[src/rtl/shift_frame_rx_pkg.sv]
// Shared types and line levels for the serial frame receiver.
package shift_frame_rx_pkg;

  typedef enum logic [1:0] {
    StIdle   = 2'd0,
    StData   = 2'd1,
    StParity = 2'd2,
    StStop   = 2'd3
  } state_e;

  // The upstream shift register resets to zeros, so the line idles low and the start bit is high.
  localparam logic START_LVL = 1'b1;
  localparam logic STOP_LVL  = 1'b0;
  localparam logic IDLE_LVL  = 1'b0;

  // Bit counter must reach SIZE after the last data bit.
  function automatic int unsigned cnt_width(input int unsigned size);
    return $clog2(size + 1);
  endfunction

endpackage

[src/rtl/shift_frame_rx_if.sv]
// Serial-in / word-out bundle of the frame receiver.
// slave: the receiver side; master: the driver/consumer side.
interface shift_frame_rx_if #(
  parameter int unsigned SIZE = 8
) ();

  logic            srl_in;
  logic            bit_en;
  logic [SIZE-1:0] data_out;
  logic            data_valid;
  logic            data_ready;
  logic            frame_err;
  logic            overrun;
  logic            busy;

  modport slave (
    input  srl_in,
    input  bit_en,
    input  data_ready,
    output data_out,
    output data_valid,
    output frame_err,
    output overrun,
    output busy
  );

  modport master (
    output srl_in,
    output bit_en,
    output data_ready,
    input  data_out,
    input  data_valid,
    input  frame_err,
    input  overrun,
    input  busy
  );

endinterface

[src/rtl/shift_frame_rx_hold.sv]
// One-word holding register with valid/ready output. A new word loads when the register is
// empty or being drained on the same edge; otherwise it is dropped and overrun pulses.
module shift_frame_rx_hold
  import shift_frame_rx_pkg::*;
#(
  parameter int unsigned SIZE = 8
) (
  input  logic            clk,
  input  logic            rst,
  input  logic            load_i,
  input  logic [SIZE-1:0] word_i,
  input  logic            ready_i,
  output logic [SIZE-1:0] data_o,
  output logic            valid_o,
  output logic            overrun_o
);

  logic [SIZE-1:0] data_q, data_d;
  logic            valid_q, valid_d;
  logic            overrun_q, overrun_d;
  logic            drain;

  assign drain = valid_q & ready_i;

  // Load / drain / drop decision.
  always_comb begin
    data_d    = data_q;
    valid_d   = valid_q;
    overrun_d = 1'b0;
    if (load_i) begin
      if (!valid_q || drain) begin
        data_d  = word_i;
        valid_d = 1'b1;
      end else begin
        overrun_d = 1'b1;
      end
    end else if (drain) begin
      valid_d = 1'b0;
    end
  end

  // Holding register state.
  always_ff @(posedge clk) begin
    if (rst) begin
      data_q    <= '0;
      valid_q   <= 1'b0;
      overrun_q <= 1'b0;
    end else begin
      data_q    <= data_d;
      valid_q   <= valid_d;
      overrun_q <= overrun_d;
    end
  end

  assign data_o    = data_q;
  assign valid_o   = valid_q;
  assign overrun_o = overrun_q;

endmodule

[src/rtl/shift_frame_rx.sv]
// Serial frame receiver: start bit (1), SIZE data bits LSB-first, optional even parity, stop (0).
// Optional feature macro: SHIFT_FRAME_RX_PARITY_EN adds the parity bit and PARITY state.
module shift_frame_rx
  import shift_frame_rx_pkg::*;
#(
  parameter int unsigned SIZE = 8
) (
  input  logic             clk,
  input  logic             rst,
  shift_frame_rx_if.slave  bus
);

  localparam int unsigned CntW = cnt_width(SIZE);

  state_e          state_q, state_d;
  logic [CntW-1:0] cnt_q, cnt_d;
  logic [SIZE-1:0] shreg_q, shreg_d;
  logic            frame_err_q, busy_q;
  logic            stop_edge, frame_good;
`ifdef SHIFT_FRAME_RX_PARITY_EN
  logic            par_q, par_d;
`endif

  // Next-state, counter and shift register; nothing moves on edges without bit_en.
  always_comb begin
    state_d    = state_q;
    cnt_d      = cnt_q;
    shreg_d    = shreg_q;
    stop_edge  = 1'b0;
    frame_good = 1'b0;
`ifdef SHIFT_FRAME_RX_PARITY_EN
    par_d      = par_q;
`endif
    if (bus.bit_en) begin
      unique case (state_q)
        StIdle: begin
          if (bus.srl_in == START_LVL) begin
            state_d = StData;
            cnt_d   = '0;
          end
        end
        StData: begin
          shreg_d = {bus.srl_in, shreg_q[SIZE-1:1]};
          cnt_d   = cnt_q + CntW'(1);
          if (cnt_q == CntW'(SIZE - 1)) begin
`ifdef SHIFT_FRAME_RX_PARITY_EN
            state_d = StParity;
`else
            state_d = StStop;
`endif
          end
        end
        StParity: begin
`ifdef SHIFT_FRAME_RX_PARITY_EN
          par_d = bus.srl_in;
`endif
          state_d = StStop;
        end
        StStop: begin
          stop_edge = 1'b1;
`ifdef SHIFT_FRAME_RX_PARITY_EN
          frame_good = (bus.srl_in == STOP_LVL) && !((^shreg_q) ^ par_q);
`else
          frame_good = (bus.srl_in == STOP_LVL);
`endif
          state_d = StIdle;
        end
        default: state_d = StIdle;
      endcase
    end
  end

  // FSM, counter, shift register and registered status outputs.
  always_ff @(posedge clk) begin
    if (rst) begin
      state_q     <= StIdle;
      cnt_q       <= '0;
      shreg_q     <= '0;
      frame_err_q <= 1'b0;
      busy_q      <= 1'b0;
    end else begin
      state_q     <= state_d;
      cnt_q       <= cnt_d;
      shreg_q     <= shreg_d;
      frame_err_q <= stop_edge & ~frame_good;
      busy_q      <= (state_d != StIdle);
    end
  end

`ifdef SHIFT_FRAME_RX_PARITY_EN
  // Captured parity bit.
  always_ff @(posedge clk) begin
    if (rst) begin
      par_q <= 1'b0;
    end else begin
      par_q <= par_d;
    end
  end
`endif

  logic [SIZE-1:0] hold_data;
  logic            hold_valid, hold_overrun;

  shift_frame_rx_hold #(
    .SIZE (SIZE)
  ) u_hold (
    .clk       (clk),
    .rst       (rst),
    .load_i    (stop_edge & frame_good),
    .word_i    (shreg_q),
    .ready_i   (bus.data_ready),
    .data_o    (hold_data),
    .valid_o   (hold_valid),
    .overrun_o (hold_overrun)
  );

  assign bus.data_out   = hold_data;
  assign bus.data_valid = hold_valid;
  assign bus.overrun    = hold_overrun;
  assign bus.frame_err  = frame_err_q;
  assign bus.busy       = busy_q;

endmodule

[src/flat_wrapper.sv]
// flat-port wrapper written by rule: the top's interface ports become plain ports
module shift_frame_rx_flat import shift_frame_rx_pkg::*;
#(
  parameter int unsigned SIZE = 8
)
  (clk, rst, bus_srl_in, bus_bit_en, bus_data_ready, bus_data_out, bus_data_valid, bus_frame_err, bus_overrun, bus_busy);
  shift_frame_rx_if #(.SIZE(SIZE)) bus_i ();
  input  logic clk;
  input  logic rst;
  input wire logic [$bits(bus_i.srl_in)-1:0] bus_srl_in;
  input wire logic [$bits(bus_i.bit_en)-1:0] bus_bit_en;
  input wire logic [$bits(bus_i.data_ready)-1:0] bus_data_ready;
  output wire logic [$bits(bus_i.data_out)-1:0] bus_data_out;
  output wire logic [$bits(bus_i.data_valid)-1:0] bus_data_valid;
  output wire logic [$bits(bus_i.frame_err)-1:0] bus_frame_err;
  output wire logic [$bits(bus_i.overrun)-1:0] bus_overrun;
  output wire logic [$bits(bus_i.busy)-1:0] bus_busy;
  assign bus_i.srl_in = bus_srl_in;
  assign bus_i.bit_en = bus_bit_en;
  assign bus_i.data_ready = bus_data_ready;
  assign bus_data_out = bus_i.data_out;
  assign bus_data_valid = bus_i.data_valid;
  assign bus_frame_err = bus_i.frame_err;
  assign bus_overrun = bus_i.overrun;
  assign bus_busy = bus_i.busy;
  shift_frame_rx #(.SIZE(SIZE)) u_core (.clk(clk), .rst(rst), .bus(bus_i));
endmodule
[config.mk]
export PLATFORM = sky130hd
export DESIGN_NAME = shift_frame_rx_flat
export DESIGN_NICKNAME = d
export VERILOG_FILES = /design/src/rtl/shift_frame_rx_pkg.sv /design/src/rtl/shift_frame_rx_if.sv /design/src/rtl/shift_frame_rx_hold.sv /design/src/rtl/shift_frame_rx.sv /design/src/flat_wrapper.sv
export SDC_FILE = /design/constraint.sdc
export NUM_CORES = 1
export LEC_CHECK = 0
export ABC_AREA = 1
export BUFFER_PORTS_ARGS = -buffer_cell sky130_fd_sc_hd__buf_4
export CAP_MARGIN = 20
export CORE_MARGIN = 4
export CORE_UTILIZATION = 59
export DETAILED_ROUTE_END_ITERATION = 8
export PLACE_DENSITY = 0.89
export SLEW_MARGIN = 20
export SYNTH_ARGS = -nofsm -noshare
export SYNTH_HDL_FRONTEND = slang
export SYNTH_HIERARCHICAL = 1
export SYNTH_SLANG_ARGS = --single-unit
export TNS_END_PERCENT = 30
[constraint.sdc]
create_clock -name clk -period 2.15 [get_ports clk]
set_input_delay 0.3225 -clock clk [delete_from_list [all_inputs] [get_ports clk]]
set_output_delay 0.3225 -clock clk [all_outputs]
set_load 0.02 [all_outputs]
# After elaboration in Yosys (flattened, before gate mapping)
# Index checks and enable logic that the tools add are counted.
[word_totals]
regBits = 26
in_bits = 5
[classes]
n_reduce_logical = 11
muxes = 14
n_addsub = 1
bitwise_logic = 6
n_eq_ne = 6
[op_table]
columns = ["cell", "count"]
rows = [
  ["$mux W1", 8],
  ["$pmux W2 S4", 1],
  ["$pmux W4 S2", 1],
  ["$mux W2", 3],
  ["$reduce_and A2 Y1", 3],
  ["$reduce_bool A2 Y1", 3],
  ["$add A4 B1 Y4 const B", 1],
  ["$eq A2 B2 Y1 const B", 2],
  ["$eq A4 B3 Y1 const B", 1],
  ["$mux W4", 1],
  ["$and A1 B1 Y1", 3],
  ["$not A1 Y1", 3],
  ["$reduce_and A3 Y1", 1],
  ["$eq A2 B1 Y1 const B", 1],
  ["$logic_not A2 Y1", 1],
  ["$ne A2 B1 Y1 const B", 1],
  ["$ne A2 B2 Y1 const B", 1],
  ["$reduce_or A2 Y1", 1],
  ["$logic_not A1 Y1", 1],
  ["$logic_or A1 B1 Y1", 1],
]

# Logic depth before layout (Yosys ltp)
# Gate-level depths: netlist of run 1.
[depth]
ltp_word = 6
ltp_mapped = 9
depth_no_buf = 9

# Modules after synthesis
# The synthesis of run 1 kept the hierarchy.
[by_module_without_submodules]
columns = ["mod", "cells_each", "n_inst", "area_per_inst_um2"]
rows = [
  ["shift_frame_rx", 101, 1, 730.7],
  ["shift_frame_rx_hold", 59, 1, 455.4],
]

# Least setup slack after synthesis of run 1
# No wires, ideal clock.
[synth_timing]
kind = "register -> register"
from = "register u_core.state_q[0]"
to = "register u_core.u_hold.data_q[3], in the netlist u_core/u_hold/data_o[3]"
setup_ns = 0.115
path_slack_ns = 0.893
path_stages_with_launch = 9
t_required_ns = 2.035
period_less_slack_ns = 1.257
path_buffers = 2
arrival_time_ns = 1.142
path_cell_list = "dfxtp_1 ha_1 inv_1 nor3_1 buf_6 buf_12 nand3_2 nand2_1 nor2_1"
[synth_between]
elab_chain_len = 5
elab_cells_between_ends = 7
cone_classes = "eq/ne: 1; mux: 4; bitwise: 1; reduce/logical: 1"
[synth_rtl]
columns = ["item", "line_no", "rtl"]
rows = [
  ["from (decl)", "shift_frame_rx.sv:15", "state_e state_q, state_d;"],
  ["from (signal assigned)", "shift_frame_rx.sv:76", "state_q <= StIdle;"],
  ["from (signal assigned)", "shift_frame_rx.sv:82", "state_q <= state_d;"],
  ["$eq A2 B2 Y1 (*)", "shift_frame_rx.sv:35", "unique case (state_q)"],
  ["$mux W1", "shift_frame_rx.sv:35", ""],
  ["$mux W1", "shift_frame_rx.sv:34", "if (bus.bit_en) begin"],
  ["$and A1 B1 Y1 (*)", "shift_frame_rx.sv:109", ".load_i (stop_edge & frame_good),"],
  ["$reduce_and A2 Y1 (no source line) (*)", "-", ""],
  ["to (signal assigned)", "shift_frame_rx_hold.sv:49", "data_q <= data_d;"],
  ["to (decl)", "shift_frame_rx_hold.sv:18", "logic [SIZE-1:0] data_q, data_d;"],
]
# Every way passes the cells marked *; elsewhere a longest branch is shown, timed or not.
# A chain may end at the register's enable or synchronous reset.

# Worst setup path in the final report of run 1
[layout_timing]
from = "register u_core.state_q[0]"
to = "register u_core.cnt_q[2]"
[layout_between]
elab_chain_len = 3
elab_cells_between_ends = 6
cone_classes = "eq/ne: 2; mux: 1; reduce/logical: 3"
[layout_rtl]
columns = ["item", "line_no", "rtl"]
rows = [
  ["$eq A2 B1 Y1 or $logic_not A2 Y1 (tied branches)", "shift_frame_rx.sv:35", ""],
  ["$reduce_bool A2 Y1 (no source line) or $ne A2 B2 Y1 (tied branches)", "-", ""],
  ["$reduce_and A3 Y1 (no source line)", "-", ""],
  ["to (signal assigned)", "shift_frame_rx.sv:83", "cnt_q <= cnt_d;"],
  ["to (decl)", "shift_frame_rx.sv:16", "logic [CntW-1:0] cnt_q, cnt_d;"],
]
# Parallel ways exist; a longest one is shown, timed or not.

==> flow_summary.yaml, run 1 <==
sta:
  setup_viol: 0
  worst_slack_ps: 770.6
  hold_ws_ps: 210.0
  drv_slew: 0
  final.period_utilization_pct: 64.16
  max_freq_mhz: 724.9
  finalHoldViolCount: 0
  finalCriticalPeriod_ps: 1379
  relSlewSlack_pct: 82.90
  worstMarginPinSlew_ps: 254.2
  rsz0062_at_grt: "false"
  final.setup.tns_ps: 0
  clock-skew-final_ps: 1.737
clock_network:
  cts_buffer_depth: 2
  path_clk_slew_ps: 130
  h-tree-depth: 1
  cts.hold.buffers_added: 0
  cts_resized: 0
  cts.sinks: 26
  cts_buffers: 3
  cts_tree: "done"
  clockRootBuffer: "clkbuf_4"
  worstSkewPairLatency_ps: 320
  cts_setup_buffers: 0
placed_design:
  globalplace.congestion: 0.8426
  io_buffers: 16
  placed_area_um2: 1295
  pre_cts_ws_ps: 800.1
  hpwlAfterDp_um: 1597
  dp.cells: 198
setup_path:
  cp_slowest_cell: "dfxtp_1"
  crit_end: "u_core/cnt_q[2]"
  timing.rr.end: "u_core/cnt_q[2]"
  r2r_setup_slack_ps: 770
  path_max_fanout: 6
  cp_cell_sequence: "inv_1, ha_1, inv_1, nand2_1, nand2_2, nand3_1, nand2_1, nand2_1, nor2_1"
  endpoint_kind: "register"
  startpoint: "u_core/state_q[0]"
  path_class: "register to register"
  critPathLaunchType: "register"
  r2r_cells: 9
  crit_arrival_ps: 1650
  cp_common_cell: "nand2_1"
  required_ps: 2420
  max_stage_delay_ps: 460
  r2r_start: "u_core/state_q[0]"
yosys:
  syn_area_um2: 1186
  synthCells: 160
  synth.ff_latch_count: 26
  syn_area_per_cell_um2: 7.413
  syn-num-nets: 169
  synth_warnings: 6
  synth_cell_type_count: 22
  synth_top_area_share_pct: 43.88
  yosys-top-cells-area: "dfxtp_1 44%, nand2_1 8.2%, nor2_1 8.2%"
  yosysSeqAreaShare_pct: 43.88
  synth_area_leader_cell: "dfxtp_1"
detailed_routing:
  routed_via_density: 5.064
  drt.antenna.violating_nets: 0
  drc: 0
  drt_iter0_drc: 25
  num_vias: 1023
  firstDrtPassIters: 4
  avgRoutedWirePerCell_um: 10.90
  wl_um: 2202
pwr:
  ir_drop_v: 0.0004294
  internal_power_mw: 0.7147
  p_clk_share_pct: 35.7
  total_power_mw: 0.9208
  power_density_nw_per_um2: 683.4
  leakagePower_nw: 0.6196
  combPwrFrac_pct: 9.2
  sw_frac_of_total_pct: 22.39
  switching_power_mw: 0.2062
  seqPwrFrac_pct: 55.1
global_routing:
  grt_max_degree: 19
  grt_overflow: 0
  grt_pass1_wl_um: 3905
  grt_use_total_pct: 19.03
  antenna_found_initial: 0
  grt_pass1_vias: 938
floorplan:
  rows: 15
  ios: 17
  coreArea_um2: 1821
  dieArea_um2: 2792
  die-width_um: 52.84
  die_height_um: 52.84
  initial_core_util_pct: 65.15
finish:
  finalInstanceArea_um2: 1348
  finish.utilization_pct: 74.02
  n_antenna_cell: 0
  layout.nets: 187
  syn_to_final_growth_pct: 13.61
  final_cells: 202
  drive_gt1_share_pct: 17.51
run_status:
  status: "finished clean"
min_path:
  min_path_cells: 2
  worstHoldPathType: "primary input to register"
run:
  cap_violations: 0
cell families after synthesis:
family          after synthesis  share of synthesized area, %
fa+ha+maj                     4                         4.220
flops                        26                         43.88
compound gates               24                         10.76
simple gates                 75                         28.38
buf+inv                      31                         12.76
Yosys cell counts, drive strengths merged:
cell	instances
a21oi	14
buf	4
dfxtp	26
ha	4
inv	27
nand2	29
nand3	13
nand3b	1
nand4	3
nor2	26
nor3	2
nor4	1
o21ai	10
final cells by class:
type                            count  area, um2
Clock buffer                        3      22.52
Clock inverter                      1      30.03
Fill cell                         141      473.0
Inverter                           27      101.3
Multi-Input combinational cell    103      514.2
Sequential cell                    26      520.5
Tap cell                           25      31.28
Timing Repair Buffer               17      127.6
worst min-delay path by stage:
stage                                 start                 endpoint  slack (ps)
finish                                  rst          u_core/cnt_q[0]         210
global placement    u_core/u_hold/data_o[6]  u_core/u_hold/data_o[6]         460
CTS                                     rst  u_core/u_hold/overrun_o         200
detailed placement  u_core/u_hold/data_o[6]  u_core/u_hold/data_o[6]         470
global route                            rst  u_core/u_hold/overrun_o         200
floorplan                               rst          u_core/cnt_q[0]         390
power groups by stage:
stage	logic, mW	registers [mW]	clock network, mW
final	0.0850	0.507	0.329
after floorplan	0.0592	0.516	0
after detailed placement	0.0828	0.517	0
after CTS	0.0835	0.507	0.340
after global placement	0.0806	0.517	0
after global routing	0.0970	0.510	0.354
worst max-delay path: cells and delay by family, from the launching register on:
family | cells | cell delay [ps]
adders and majority gates | 1 | 280
buffers and inverters | 2 | 150
DFF | 1 | 460
and+or+nand+nor | 6 | 430
flip-flops by register name (all words and copies together), names as in the netlist:
signal                   flops
u_core/bus.frame_err         1
u_core/u_hold/data_o         8
u_core/u_hold/overrun_o      1
u_core/bus.busy              1
u_core/u_hold/valid_o        1
u_core/state_q               2
u_core/cnt_q                 4
u_core/shreg_q               8
placed cells by master, fill, tap and decap left out, drive strengths merged:
cell / synthesis / final
clkbuf: 0 / 3
bufinv: 0 / 1
dfxtp: 26 / 26
nand3: 13 / 13
nor3: 2 / 2
buf: 4 / 17
nand2: 29 / 29
ha: 4 / 4
inv: 27 / 27
nor2: 26 / 26
nand4: 3 / 3
o21ai: 10 / 10
nor4: 1 / 1
nand3b: 1 / 1
a21oi: 14 / 14
routing by layer:
metal	GRT usage (%)	routed length [um]	up-vias	share of wire (%)
li1	-	-	533	-
met4	10.64	54	0	2.5
met3	3.704	139	6	6.3
met2	30.17	1024	35	47
met1	23.83	983	449	45
met5	0	0	-	0
No activity file was read; power rests on OpenSTA's default activity.
==> inputs of run 2 (changes only) <==
--- a/config.mk
+++ b/config.mk
@@ -9,9 +9,9 @@
 export BUFFER_PORTS_ARGS = -buffer_cell sky130_fd_sc_hd__buf_4
 export CAP_MARGIN = 20
 export CORE_MARGIN = 4
-export CORE_UTILIZATION = 59
+export CORE_UTILIZATION = 55
 export DETAILED_ROUTE_END_ITERATION = 8
-export PLACE_DENSITY = 0.89
+export PLACE_DENSITY = 0.84
 export SLEW_MARGIN = 20
 export SYNTH_ARGS = -nofsm -noshare
 export SYNTH_HDL_FRONTEND = slang
==> constraint.sdc (replaced) <==
create_clock -name clk -period 1.4 [get_ports clk]
set_input_delay 0.21 -clock clk [delete_from_list [all_inputs] [get_ports clk]]
set_output_delay 0.21 -clock clk [all_outputs]
set_load 0.02 [all_outputs]
==> flow_summary.yaml, run 2 (synthesis gave the netlist of run 1 again) <==
setup_path:
  cp_cell_sequence: "ha_1, inv_1, nor3_1, buf_4, nand3_1, nand2_1, nor2_1"
  cp_slowest_cell: "dfxtp_4"
  max_stage_delay_ps: 400
  r2r_cells: 7
  timing.rr.end: "u_core/u_hold/data_o[2]"
  crit_arrival_ps: 1510
  required_ps: 1630
  critPathLaunchType: "register"
  r2r_start: "u_core/state_q[0]"
  startpoint: "u_core/state_q[0]"
  r2r_setup_slack_ps: 120
  endpoint_kind: "register"
  path_class: "register to register"
  path_max_fanout: 17
detailed_routing:
  drc: 0
  firstDrtPassIters: 4
  routed_via_density: 4.995
  drt_iter0_drc: 16
  avgRoutedWirePerCell_um: 10.64
  drt.antenna.violating_nets: 0
  num_vias: 1019
  wl_um: 2170
finish:
  syn_to_final_growth_pct: 14.87
  multi_input_area_um2: 519.2
  n_antenna_cell: 0
  final_common_cell: "nor2_1"
  mostFrequentLayoutCells: "26 x nor2_1, 25 x nand2_1, 24 x inv_1, 24 x dfxtp_1, 17 x buf_4"
  drive_gt1_share_pct: 19.77
  layout.nets: 187
  final_cells: 204
  fillers: 171
  regArea_um2: 525.5
  finish.utilization_pct: 68.06
global_routing:
  grt_pass1_vias: 849
  grt_pass1_wl_um: 3719
  antenna_found_initial: 0
  grt_max_degree: 19
  grt_use_total_pct: 17.28
  grt_overflow: 0
clock_network:
  cts.hold.buffers_added: 0
  cts_resized: 0
  h-tree-depth: 1
  cts_buffers: 3
  cts_tree: "done"
  cts_setup_buffers: 0
  worstSkewPairLatency_ps: 320
  cts_buffer_depth: 2
  cts.sinks: 26
  clockRootBuffer: "clkbuf_4"
  path_clk_slew_ps: 140
min_path:
  min_path_cells: 2
  worstHoldPathType: "primary input to register"
  hold_end: "u_core/cnt_q[1]"
  hp-start: "rst"
sta:
  clock-skew-final_ps: 4.509
  setup_viol: 0
  relSlewSlack_pct: 83.37
  drv_slew: 0
  finalCriticalPeriod_ps: 1277
  final.period_utilization_pct: 91.21
  finalHoldViolCount: 0
  max_freq_mhz: 783.1
  final.setup.tns_ps: 0
  worst_slack_ps: 123.1
  rsz0062_at_grt: "false"
  worstMarginPinSlew_ps: 246.8
pwr:
  sw_frac_of_total_pct: 22.53
  p_clk_share_pct: 35.8
  seqPwrFrac_pct: 54.9
  leakagePower_nw: 0.6200
  ir_drop_v: 0.0007428
  total_power_mw: 1.419
  switching_power_mw: 0.3196
  combPwrFrac_pct: 9.3
  power_density_nw_per_um2: 1041
  internal_power_mw: 1.099
floorplan:
  dieArea_um2: 2964
  coreArea_um2: 2002
  ios: 17
  die-width_um: 54.44
  die_height_um: 54.44
  initial_core_util_pct: 59.25
  rows: 16
placed_design:
  globalplace.congestion: 0.7111
  pre_cts_ws_ps: 68.54
  io_buffers: 16
  dp.cells: 200
  hpwlAfterDp_um: 1570
run_status:
  status: "finished clean"
run:
  cap_violations: 0
==> run 2: critical path, delay by kind of cell, from the launching register on <==
| family | cells | cell delay [ps] |
|---|---|---|
| adder cells (fa/ha/maj) | 1 | 140 |
| buffers and inverters | 2 | 300 |
| flip-flops | 1 | 400 |
| AND/OR/NAND/NOR | 4 | 360 |
==> run 2: layout make-up <==
cell class,instances,area share [%]
tap,27,2.479
clock inverter,1,2.204
sequential,26,38.57
multi-input combinational,103,38.11
inverter,27,7.622
clock buffer,3,1.653
timing repair buffer,17,9.366
==> run 2: power by group through the flow <==
stage | logic, mW | clock network, mW | registers [mW]
final | 0.132 | 0.508 | 0.778
after CTS | 0.128 | 0.525 | 0.778
after global routing | 0.151 | 0.544 | 0.782
after detailed placement | 0.127 | 0 | 0.794
after global placement | 0.123 | 0 | 0.793
after floorplan | 0.0910 | 0 | 0.793
==> run 2: per-layer routing <==
layer	part of all wire (%)	wire length, um	global-route usage [%]	vias to the layer above
met3	5.2	113	3.270	4
met2	47	1011	28.69	23
met5	0	0	0	-
li1	-	-	-	536
met4	1.9	42	8.714	0
met1	46	1002	21.18	456
==> run 2: metrics by stage <==
stage	hold WS [ps]	instance area, um2
3_3_place_gp	444.3	1297
6_report	103.7	1363
4_1_cts	83.70	1350
5_1_grt	86.31	1363
2_1_floorplan	279.1	1186
3_5_place_dp	448.9	1297
==> run 2: how the worst max path moves through the flow <==
stage | to | slack, ps | cells past startpoint
after CTS | u_core/cnt_q[2] | 30 | 9
after global routing | u_core/cnt_q[3] | 10 | 8
after detailed placement | u_core/cnt_q[2] | 70 | 9
after floorplan | u_core/u_hold/data_o[3] | 140 | 8
final | u_core/u_hold/data_o[2] | 120 | 7
after global placement | u_core/u_hold/data_o[4] | 150 | 7
==> inputs of run 3 (changes only) <==
--- a/config.mk
+++ b/config.mk
@@ -9,9 +9,10 @@
 export BUFFER_PORTS_ARGS = -buffer_cell sky130_fd_sc_hd__buf_4
 export CAP_MARGIN = 20
 export CORE_MARGIN = 4
-export CORE_UTILIZATION = 55
+export CORE_UTILIZATION = 58
+export CTS_BUF_LIST = sky130_fd_sc_hd__clkbuf_2
 export DETAILED_ROUTE_END_ITERATION = 8
-export PLACE_DENSITY = 0.84
+export PLACE_DENSITY = 0.88
 export SLEW_MARGIN = 20
 export SYNTH_ARGS = -nofsm -noshare
 export SYNTH_HDL_FRONTEND = slang
==> flow_summary.yaml, run 3 (synthesis gave the netlist of run 1 again) <==
placed_design:
  globalplace.congestion: 0.7886
  hpwlAfterDp_um: 1719
  io_buffers: 16
  placed_area_um2: 1297
global_routing:
  grt_max_degree: 19
  grt_pass1_wl_um: 4029
  grt_overflow: 0
  antenna_found_initial: 0
  grt_pass1_vias: 977
  grt_use_total_pct: 19.03
detailed_routing:
  drc: 0
  routed_via_density: 5.225
  avgRoutedWirePerCell_um: 11.66
  wl_um: 2379
  wl_met1_um: 975
  drt.antenna.violating_nets: 0
  drt_iter0_drc: 29
  wl_met2_um: 1222
  highest-signal-layer: "met4"
  wl_met3_um: 165
  num_vias: 1066
  firstDrtPassIters: 4
finish:
  mostFrequentLayoutCells: "26 x nor2_1, 25 x nand2_1, 25 x dfxtp_1"
  final_common_cell: "nor2_1"
  syn_to_final_growth_pct: 14.35
  layout.nets: 187
  finish.utilization_pct: 69.13
  n_antenna_cell: 0
  finalInstanceArea_um2: 1356
  drive_gt1_share_pct: 19.77
pwr:
  ir_drop_v: 0.0005874
  leakagePower_nw: 0.6198
  power_density_nw_per_um2: 1022
  total_power_mw: 1.386
floorplan:
  coreArea_um2: 1962
  die-width_um: 53.22
  dieArea_um2: 2832
  initial_core_util_pct: 60.46
  rows: 16
  die_height_um: 53.22
  ios: 17
setup_path:
  required_ps: 1690
  path_max_fanout: 6
  r2r_start: "u_core/state_q[1]"
  crit_arrival_ps: 1570
  startpoint: "u_core/state_q[1]"
  timing.rr.end: "u_core/cnt_q[3]"
  endpoint_kind: "register"
  path_class: "register to register"
  r2r_cells: 9
  r2r_setup_slack_ps: 130
  critPathLaunchType: "register"
sta:
  max_freq_mhz: 784.5
  rsz0062_at_grt: "true"
  drv_slew: 0
  finalCriticalPeriod_ps: 1275
  setup_viol: 0
  final.period_utilization_pct: 91.05
  relSlewSlack_pct: 81.10
  worstMarginPinSlew_ps: 280.9
  clock-skew-final_ps: 26.11
  finalHoldViolCount: 0
  final.setup.tns_ps: 0
clock_network:
  cts_setup_buffers: 0
  cts_buffers: 3
  h-tree-depth: 1
  cts_tree: "done"
  path_clk_slew_ps: 260
  worstSkewPairLatency_ps: 350
  cts_buffer_depth: 2
  cts.sinks: 26
  clockRootBuffer: "clkbuf_2"
run_status:
  status: "finished clean"
min_path:
  hold_end: "u_core/cnt_q[1]"
  min_path_cells: 2
  worstHoldPathType: "primary input to register"
  hp-start: "rst"
run:
  cap_violations: 0
[run 3: where the power goes]
| group | total (mW) | internal (mW) | switching (mW) |
|---|---|---|---|
| logic | 0.136 | 0.0480 | 0.0878 |
| clock network | 0.468 | 0.246 | 0.222 |
| registers | 0.782 | 0.764 | 0.0184 |
[run 3: critical path: stages (launching register included)]
cell,delay (ps)
dfxtp_1,410
inv_1,80
ha_2,210
inv_1,70
nand2_1,60
nand2_2,120
nand3_1,100
nand2_1,70
inv_1,30
nor2_1,90
[run 3: worst max path at each step]
stage,endpoint,slack (ps),cells after the start
floorplan,u_core/u_hold/data_o[3],140,8
global placement,u_core/u_hold/data_o[0],110,7
detailed placement,u_core/cnt_q[3],30,9
CTS,u_core/cnt_q[3],50,9
global route,u_core/cnt_q[3],-9,8
finish,u_core/cnt_q[3],130,9
[run 3: through the flow]
step	setup WS, ps	hold slack, ps	std cells
CTS	51.54	50.96	204
detailed placement	29.13	457.5	200
global placement	106.7	446.1	200
global route	-8.738	39.35	204
floorplan	143.4	279.1	160
finish	125.3	47.04	204
[run 3: layout make-up]
type                    instances  area [um2]
fillers                       158       605.6
flip-flops and latches         26       524.3
multi-input cells             103       524.3
repair buffers                 17       127.6
inverters                      27       101.3
well taps                      27       33.78
clock inverters                 1       30.03
clock buffers                   3       15.01
[run 3: per-layer routing]
layer / up-vias / GRT usage, %
met4: 0 / 8.085
met5: - / 0
met1: 489 / 21.57
met2: 40 / 34.08
met3: 4 / 3.662
li1: 533 / -
[run 3: what timing repair did]
| action | in CTS | in global routing |
|---|---|---|
| endpoints found under the setup margin | 3 | 15 |
| endpoints found under the hold margin | 0 | 0 |
| hold buffers | 0 | 0 |
| gates resized for setup | 1 | 4 |
| cloned | 0 | 0 |
